==> config.mk <==
export PLATFORM = sky130hd
export DESIGN_NAME = tinyqv_fetch_aligner
export DESIGN_NICKNAME = d
export VERILOG_FILES = /design/src/rtl/tinyqv_fetch_aligner.sv
export SDC_FILE = /design/constraint.sdc
export NUM_CORES = 1
export LEC_CHECK = 0
export ABC_CLOCK_PERIOD_IN_PS = 6500
export CAP_MARGIN = 10
export CORE_ASPECT_RATIO = 0.5
export CORE_MARGIN = 2
export CORE_UTILIZATION = 30
export DETAILED_ROUTE_END_ITERATION = 6
export GPL_TIMING_DRIVEN = 0
export HOLD_SLACK_MARGIN = 0.03
export PLACE_DENSITY_LB_ADDON = 0.2
export SYNTH_ARGS = -nofsm -noshare
export SYNTH_HDL_FRONTEND = slang
export SYNTH_SLANG_ARGS = --single-unit
export TNS_END_PERCENT = 30
==> constraint.sdc <==
create_clock -name clk -period 6.5 [get_ports clk]
set_clock_uncertainty 0.2 [all_clocks]
set_input_delay 1.3 -clock clk [delete_from_list [all_inputs] [get_ports clk]]
set_output_delay 1.3 -clock clk [all_outputs]
set_load 0.01 [all_outputs]
==> src/rtl/tinyqv_fetch_aligner.sv <==
// ---------------------------------------------------------------------------
// tinyqv_fetch_aligner
//
// Purpose:
//   Sits between the QSPI instruction fetch path and the TinyQV decoder.
//   Buffers an in-order stream of 16-bit halfwords in a small circular buffer
//   and presents one complete, right-aligned instruction (16-bit compressed or
//   32-bit) with its halfword PC. A 32-bit instruction whose halves arrive in
//   separate fetches is held until both halves are buffered. A flush drops
//   everything buffered and restarts the PC at new_pc.
//
// Ports:
//   clk          sole clock, rising edge
//   rstn         asynchronous active-low reset
//   in_data      next sequential halfword from fetch
//   in_valid     in_data valid
//   in_ready     buffer has room; halfword taken when in_valid && in_ready
//   flush        discard buffered halfwords, restart at new_pc
//   new_pc       halfword address of first halfword after a flush
//   instr        instruction; 16-bit instructions in [15:0], [31:16] = 0
//   instr_len    2'b01 = 16-bit, 2'b10 = 32-bit
//   instr_pc     halfword address of instr[15:0]
//   instr_valid  instr / instr_len / instr_pc valid
//   instr_ready  consumer takes instruction when instr_valid && instr_ready
//
// Configuration:
//   TINYQV_FETCH_BYPASS_EN  when defined, an incoming halfword may complete
//                           an instruction combinationally in the same cycle
//                           (empty buffer + 16-bit halfword, or a lone
//                           32-bit head + its upper half). Undefined: outputs
//                           depend on registered state only.
// ---------------------------------------------------------------------------
module tinyqv_fetch_aligner #(
   parameter int DEPTH_HW  = 4,
   parameter int ADDR_BITS = 24
) (
   input  logic                 clk,
   input  logic                 rstn,
   input  logic [15:0]          in_data,
   input  logic                 in_valid,
   output logic                 in_ready,
   input  logic                 flush,
   input  logic [ADDR_BITS-2:0] new_pc,
   output logic [31:0]          instr,
   output logic [1:0]           instr_len,
   output logic [ADDR_BITS-2:0] instr_pc,
   output logic                 instr_valid,
   input  logic                 instr_ready
);

   localparam int PTR_W = $clog2(DEPTH_HW);
   localparam int CNT_W = PTR_W + 1;
   localparam int PC_W  = ADDR_BITS - 1;

   logic [15:0]      buf_mem [DEPTH_HW];
   logic [PTR_W-1:0] rd_ptr_reg;
   logic [PTR_W-1:0] wr_ptr_reg;
   logic [CNT_W-1:0] count_reg;
   logic [PC_W-1:0]  pc_reg;

   logic [15:0] head_hw;
   logic [15:0] next_hw;
   logic        head_is_32;
   logic        buf_valid;
   logic [1:0]  buf_len;
   logic [31:0] buf_instr;

   logic        do_push;
   logic [1:0]  buf_pop;   // halfwords removed from the buffer this edge
   logic [1:0]  pc_adv;    // halfwords retired this edge (may exceed buf_pop with bypass)

   assign head_hw    = buf_mem[rd_ptr_reg];
   assign next_hw    = buf_mem[rd_ptr_reg + PTR_W'(1)];
   assign head_is_32 = (head_hw[1:0] == 2'b11);

   // The count qualifiers come first so an unwritten (empty) head never
   // leaks onto the outputs.
   assign buf_valid = (count_reg >= CNT_W'(2)) ||
                      ((count_reg != '0) && !head_is_32);
   assign buf_len   = ((count_reg != '0) && head_is_32) ? 2'b10 : 2'b01;
   assign buf_instr = head_is_32 ? {next_hw, head_hw} : {16'h0000, head_hw};

   always_comb begin
      in_ready    = (count_reg < CNT_W'(DEPTH_HW));
      instr_valid = buf_valid;
      instr       = buf_valid ? buf_instr : 32'h0000_0000;
      instr_len   = buf_len;
      instr_pc    = pc_reg;
      do_push     = in_valid && in_ready && !flush;
      buf_pop     = (buf_valid && instr_ready && !flush) ? buf_len : 2'd0;
      pc_adv      = buf_pop;
`ifdef TINYQV_FETCH_BYPASS_EN
      if (in_valid && !flush) begin
         if ((count_reg == '0) && (in_data[1:0] != 2'b11)) begin
            instr_valid = 1'b1;
            instr       = {16'h0000, in_data};
            instr_len   = 2'b01;
            if (instr_ready) begin
               // Consumed straight from the input; never written.
               do_push = 1'b0;
               pc_adv  = 2'd1;
            end
         end else if ((count_reg == CNT_W'(1)) && head_is_32) begin
            instr_valid = 1'b1;
            instr       = {in_data, head_hw};
            instr_len   = 2'b10;
            if (instr_ready) begin
               // Lower half leaves the buffer, upper half is never written.
               do_push = 1'b0;
               buf_pop = 2'd1;
               pc_adv  = 2'd2;
            end
         end
      end
`endif
   end

   always_ff @(posedge clk or negedge rstn) begin
      if (!rstn) begin
         count_reg  <= '0;
         rd_ptr_reg <= '0;
         wr_ptr_reg <= '0;
         pc_reg     <= '0;
      end else if (flush) begin
         count_reg  <= '0;
         rd_ptr_reg <= '0;
         wr_ptr_reg <= '0;
         pc_reg     <= new_pc;
      end else begin
         if (do_push) begin
            wr_ptr_reg <= wr_ptr_reg + PTR_W'(1);
         end
         // Pointers and pc are sized so the additions wrap naturally.
         rd_ptr_reg <= rd_ptr_reg + PTR_W'(buf_pop);
         pc_reg     <= pc_reg + PC_W'(pc_adv);
         count_reg  <= count_reg + CNT_W'(do_push) - CNT_W'(buf_pop);
      end
   end

   // Storage needs no reset: count gates every read of it.
   always_ff @(posedge clk) begin
      if (do_push) begin
         buf_mem[wr_ptr_reg] <= in_data;
      end
   end

endmodule
==> results.cfg, run 1 <==
[routing]
post_drt_wl_per_cell_um = 17.4
drc = 0
drtIter0Drc = 113
drt-total-wl_mm = 11.5
vias_per_cell = 4.85
firstDrtPassIters = 4
vias = 3199
ant_nets = 0

[global_route]
grt_usage_pct = 14.3
antenna_found_initial = 0
grt_remaining_overflow = 0
grt_pass1_vias = 3370
grt_max_degree = 31
grt_pass1_wl_mm = 18.3

[worst_setup_path]
required_ns = 6.56
critPathMaxFanout = 10
critPathSlowestCell = or4_1
crit_path_start = flush
r2r_cells = 12
reg2reg_from = rd_ptr_reg[0]
slowest_delay_ns = 0.48
cp_num_buf_inv = 4
ff2ff_setup_slack_ns = 2.71
path_cells = clkdlybuf4s50_1 > buf_2 > inv_1 > clkbuf_1 > nand2_1 > nor3_2 > ha_1 > fa_1 > and4_1 > nand2_2 > or4_1 > a31oi_1
end_kind = flop
critical_path.startpoint_type = primary input
worst_ep_arrival_time_ns = 4.54
cpLargestDelayFamily = simple AND/OR/NAND/NOR gates
worstReg2RegEnd = instr_pc[22]
crit_type = primary input to flop

[layout]
fillCellCount = 1443
drive_gt1_share_pct = 16.5
largest_reg_flops = 64
stdcell_count = 659
synthToLayoutAreaGrowth_pct = 32.3
register_area_mm2 = 0.00267
nNetsFinal = 506
final_cell_area_mm2 = 0.00632
n_antenna_cell = 0
multi_input_area_mm2 = 0.00192

[logic_synthesis]
ys_top_cells_by_area = edfxtp_1, dfrtp_1, mux4_2
syn_inst = 337
yosys.area.top_type = edfxtp_1
synthFlopType = edfxtp_1
async_flop_share_pct = 31.9
synth_area_mm2 = 0.00478
synth_common_cells = edfxtp_1, mux4_2, dfrtp_1
synth_edf_count = 64
synth.distinct_cells = 36
yosysTopAreaCellShare_pct = 40.2
ys_seq_elements = 94
yosysSeqAreaShare_pct = 55.9
synth_most_common_cell = edfxtp_1
syn_avg_cell_area_um2 = 14.2
synth_nets = 393
yosysWarnings = 0

[clock_network]
cts_hold_buf = 0
cts.clk_slew.worst_paths_ns = 0.06
cts-htree-levels = 3
postCtsSetupRepairBufs = 0
cts_buffer_depth = 2
cts_buffers = 9
ctsResizeCount = 0
clock_latency_ns = 0.34
root_buffer = clkbuf_16
cts_sinks = 94
cts_tree = done

[min_path]
holdPathEnd = instr_pc[22]
hold_depth = 2
min_from = instr_pc[22]
hold_path_class = flop to flop

[placement]
placed_area_mm2 = 0.00605
io_buffers = 102
place_congestion = 0.736
post-place-ws_ns = 1.64
hpwl_mm = 7.99
place_inst = 643

[timing]
setup-tns-final_ns = 0
finalHoldViolCount = 0
finalSetupViolCount = 0
whs_ns = 0.377
finalCritPeriodShare_pct = 68.8
rsz0062_at_grt = no
setup_ws_ns = 2.03
tightest_slew_ns = 0.928
slew-limit-headroom_pct = 38.1
drv_slew = 0
fmax_mhz = 224
period_needed_ns = 4.47

[floorplanning]
chipWidth_um = 182
pin_count = 103
start_util_pct = 30.8
core_mm2 = 0.0155
die_h_um = 93.2
die-area_mm2 = 0.0170
placementRows = 32

[job]
max_cap_violations = 0

[outcome]
status = complete, no violations

[power]
p_per_area_mw_per_mm2 = 278
power_leakage_uw = 0.00227
vdd_drop_max_mv = 0.110
[metal layers]
metal	wire [um]	GRT usage, %
met3	422	3.19
met5	0	0
met4	111	4.03
met2	5540	24.9
met1	5420	18.2
[worst max path at each step]
stage	end	slack, ns	cells past startpoint
3_3_place_gp	instr_pc[22]	1.65	12
6_report	instr_pc[22]	2.03	12
2_1_floorplan	instr_pc[22]	2.75	11
3_5_place_dp	instr_pc[22]	1.64	12
5_1_grt	instr_pc[22]	1.70	12
4_1_cts	instr_pc[22]	1.98	12
[power by group]
| group | total [uW] | leakage [uW] | internal [uW] | switching (uW) |
|---|---|---|---|---|
| combinational | 553 | 0.00119 | 289 | 264 |
| sequential | 722 | 0.000947 | 689 | 33.9 |
| clock | 481 | 0.000137 | 260 | 222 |
[worst register-to-register path: stages, from the launching register on]
cell,delay (ns)
dfrtp_1,0.37
buf_6,0.13
mux4_2,0.55
and2_1,0.19
buf_6,0.14
buf_6,0.15
nor3_2,0.32
ha_1,0.26
fa_1,0.32
and4_1,0.30
nand2_2,0.15
or4_1,0.48
a31oi_1,0.16
[cells by family (layout without fill, tap and decap cells)]
kind of cell | after synthesis | count (layout) | synth area share (%)
flops | 94 | 94 | 55.9
simple gates | 115 | 115 | 14.0
xor+xnor | 15 | 15 | 2.75
fa+ha+maj | 12 | 12 | 3.46
buf+inv | 35 | 153 | 3.95
mux | 35 | 35 | 15.8
compound gates | 31 | 31 | 4.16
[cell usage in the layout (no fill, tap or decap), types with 4 or more instances in the layout]
| cell type | n |
|---|---|
| nand3_1 | 12 |
| dfrtp_1 | 30 |
| edfxtp_1 | 64 |
| mux4_2 | 32 |
| clkdlybuf4s50_1 | 101 |
| o211ai_1 | 4 |
| buf_6 | 6 |
| clkbuf_1 | 6 |
| ha_1 | 10 |
| nor2_1 | 14 |
| a31oi_1 | 7 |
| and2_1 | 6 |
| nand4_1 | 6 |
| nor2b_1 | 18 |
| xor2_1 | 9 |
| clkbuf_16 | 9 |
| xnor2_1 | 6 |
| nand2_1 | 22 |
| o21ai_0 | 11 |
| buf_2 | 11 |
| and3_1 | 16 |
| inv_1 | 12 |
| or4_1 | 11 |
| o31ai_1 | 7 |
[per-stage QoR]
step                utilization [%]  power [uW]
finish                         40.8        1760
global route                   40.8        1860
CTS                            40.8        1790
detailed placement             39.0        1300
global placement               39.1        1300
floorplan                         -        1030
[area by class of cell]
cell class / count / area share, %
Clock buffer: 9 / 3.56
Multi-Input combinational cell: 208 / 30.3
Buffer: 23 / 2.28
Clock inverter: 7 / 0.772
Tap cell: 204 / 4.04
Inverter: 12 / 0.712
Sequential cell: 94 / 42.3
Timing Repair Buffer: 102 / 16.1
Note: power is estimated with default switching activity, not from simulation.
==> run 2: changes to the inputs <==
--- a/config.mk
+++ b/config.mk
@@ -5,7 +5,7 @@
 export SDC_FILE = /design/constraint.sdc
 export NUM_CORES = 1
 export LEC_CHECK = 0
-export ABC_CLOCK_PERIOD_IN_PS = 6500
+export ABC_CLOCK_PERIOD_IN_PS = 3800
 export CAP_MARGIN = 10
 export CORE_ASPECT_RATIO = 0.5
 export CORE_MARGIN = 2
==> constraint.sdc (replaced) <==
create_clock -name clk -period 3.8 [get_ports clk]
set_clock_uncertainty 0.2 [all_clocks]
set_input_delay 0.76 -clock clk [delete_from_list [all_inputs] [get_ports clk]]
set_output_delay 0.76 -clock clk [all_outputs]
set_load 0.01 [all_outputs]
==> run 2 against run 1 <==
  * Register-to-register slack got worse by 2.5 ns
  * Global-route usage is essentially flat
  * Total power grew 72%
  * Clock-buffer cell count stayed put
  * Final area rose by 0.32%
  * Worst setup slack got worse by 1.8 ns
  * Largest cell class unchanged
==> results.cfg, run 2 (synthesis gave the netlist of run 1 again) <==
[clock_network]
cts_hold_buf = 0
cts_tree = done
clock_latency_ns = 0.34
cts_sinks = 94
cts_buffers = 9
cts_buffer_depth = 2
cts.clk_slew.worst_paths_ns = 0.07
root_buffer = clkbuf_16
cts-htree-levels = 3
postCtsSetupRepairBufs = 0

[floorplanning]
core_mm2 = 0.0155
die-area_mm2 = 0.0170
die_h_um = 93.2
placementRows = 32
chipWidth_um = 182
pin_count = 103
start_util_pct = 30.8

[timing]
finalSetupViolCount = 0
slew-limit-headroom_pct = 37.0
drv_slew = 0
finalHoldViolCount = 0
whs_ns = 0.278
fmax_mhz = 277
period_needed_ns = 3.61
setup-tns-final_ns = 0
finalCritPeriodShare_pct = 95.1
tightest_slew_ns = 0.945

[worst_setup_path]
critical_path.startpoint_type = flop
end_kind = output pin
ff2ff_setup_slack_ns = 0.20
worst_ep_arrival_time_ns = 2.65
endpoint = instr[15]
crit_type = flop to output pin
reg2reg_from = rd_ptr_reg[0]
crit_path_start = rd_ptr_reg[0]
critPathSlowestCell = clkdlybuf4s50_1
path_cells = buf_6 > mux4_2 > nand2_1 > a21oi_4 > buf_2 > nor2b_1 > clkdlybuf4s50_1
r2r_cells = 12
worstReg2RegEnd = instr_pc[22]
slowest_delay_ns = 0.58
crit_cells = 7
critPathMaxFanout = 10
cp_num_buf_inv = 3
cpLargestDelayFamily = buffers and inverters
required_ns = 2.84

[min_path]
hold_path_class = primary input to asynchronous set/reset pin

[placement]
place_congestion = 0.736
hpwl_mm = 7.99
placed_area_mm2 = 0.00605
place_inst = 643
io_buffers = 102

[routing]
ant_nets = 0
drtIter0Drc = 125
vias = 3200
drt-total-wl_mm = 11.5
firstDrtPassIters = 4
post_drt_wl_per_cell_um = 17.5
drc = 0
vias_per_cell = 4.86

[global_route]
grt_usage_pct = 14.3
grt_max_degree = 31
grt_remaining_overflow = 0
antenna_found_initial = 0
grt_pass1_vias = 3358
grt_pass1_wl_mm = 18.3

[power]
power_leakage_uw = 0.00227
vdd_drop_max_mv = 0.190
power_uw = 3020
p_per_area_mw_per_mm2 = 476

[layout]
largest_reg_flops = 64
nNetsFinal = 505
n_antenna_cell = 0
stdcell_count = 658
drive_gt1_share_pct = 17.4
final_cell_area_mm2 = 0.00634
layout_common_cells = clkdlybuf4s50_1, edfxtp_1, mux4_2
synthToLayoutAreaGrowth_pct = 32.8
final_common_cell = clkdlybuf4s50_1
fillCellCount = 1441

[outcome]
status = complete, no violations

[job]
max_cap_violations = 0
-- run 2: through the flow --
step	setup slack [ns]	utilization, %
floorplan	0.465	-
global placement	-0.515	39.1
detailed placement	-0.525	39.0
CTS	0.0450	40.8
global route	-0.00243	40.9
finish	0.187	40.9
-- run 2: final cells by class --
class / count / area, um^2 / area share (%)
timing repair buffer: 102 / 1020 / 16.0
tap: 204 / 255 / 4.02
sequential: 94 / 2670 / 42.1
buffer: 22 / 140 / 2.21
clock inverter: 7 / 48.8 / 0.769
inverter: 12 / 48.8 / 0.769
clock buffer: 9 / 225 / 3.55
multi-input combinational: 208 / 1940 / 30.5
-- run 2: repair_timing --
item | in CTS | in global routing
pin swaps | 0 | 1
gates resized for setup | 1 | 5
endpoints found under the setup margin | 5 | 14
-- run 2: per-layer routing --
layer	vias up	track usage (%)	share of wire [%]
met4	0	4.03	0.96
met1	1595	18.3	47
met2	79	24.8	48
li1	1519	-	-
met5	-	0	0
met3	7	3.19	4.3
-- run 2: power breakdown --
part	leakage (uW)	internal [uW]	switching [uW]
Clock	0.000137	444	380
Combinational	0.00118	500	458
Sequential	0.000947	1180	60.0
Total	0.00227	2120	898
-- run 2: how the worst min path moves through the flow --
stage                 startpoint      endpoint  cells past startpoint
global placement    instr_pc[22]  instr_pc[22]                      2
CTS                         rstn  instr_pc[20]                      1
floorplan                   rstn  count_reg[0]                      0
global route                rstn   instr_pc[2]                      1
finish                      rstn   instr_pc[2]                      1
detailed placement  instr_pc[22]  instr_pc[22]                      2
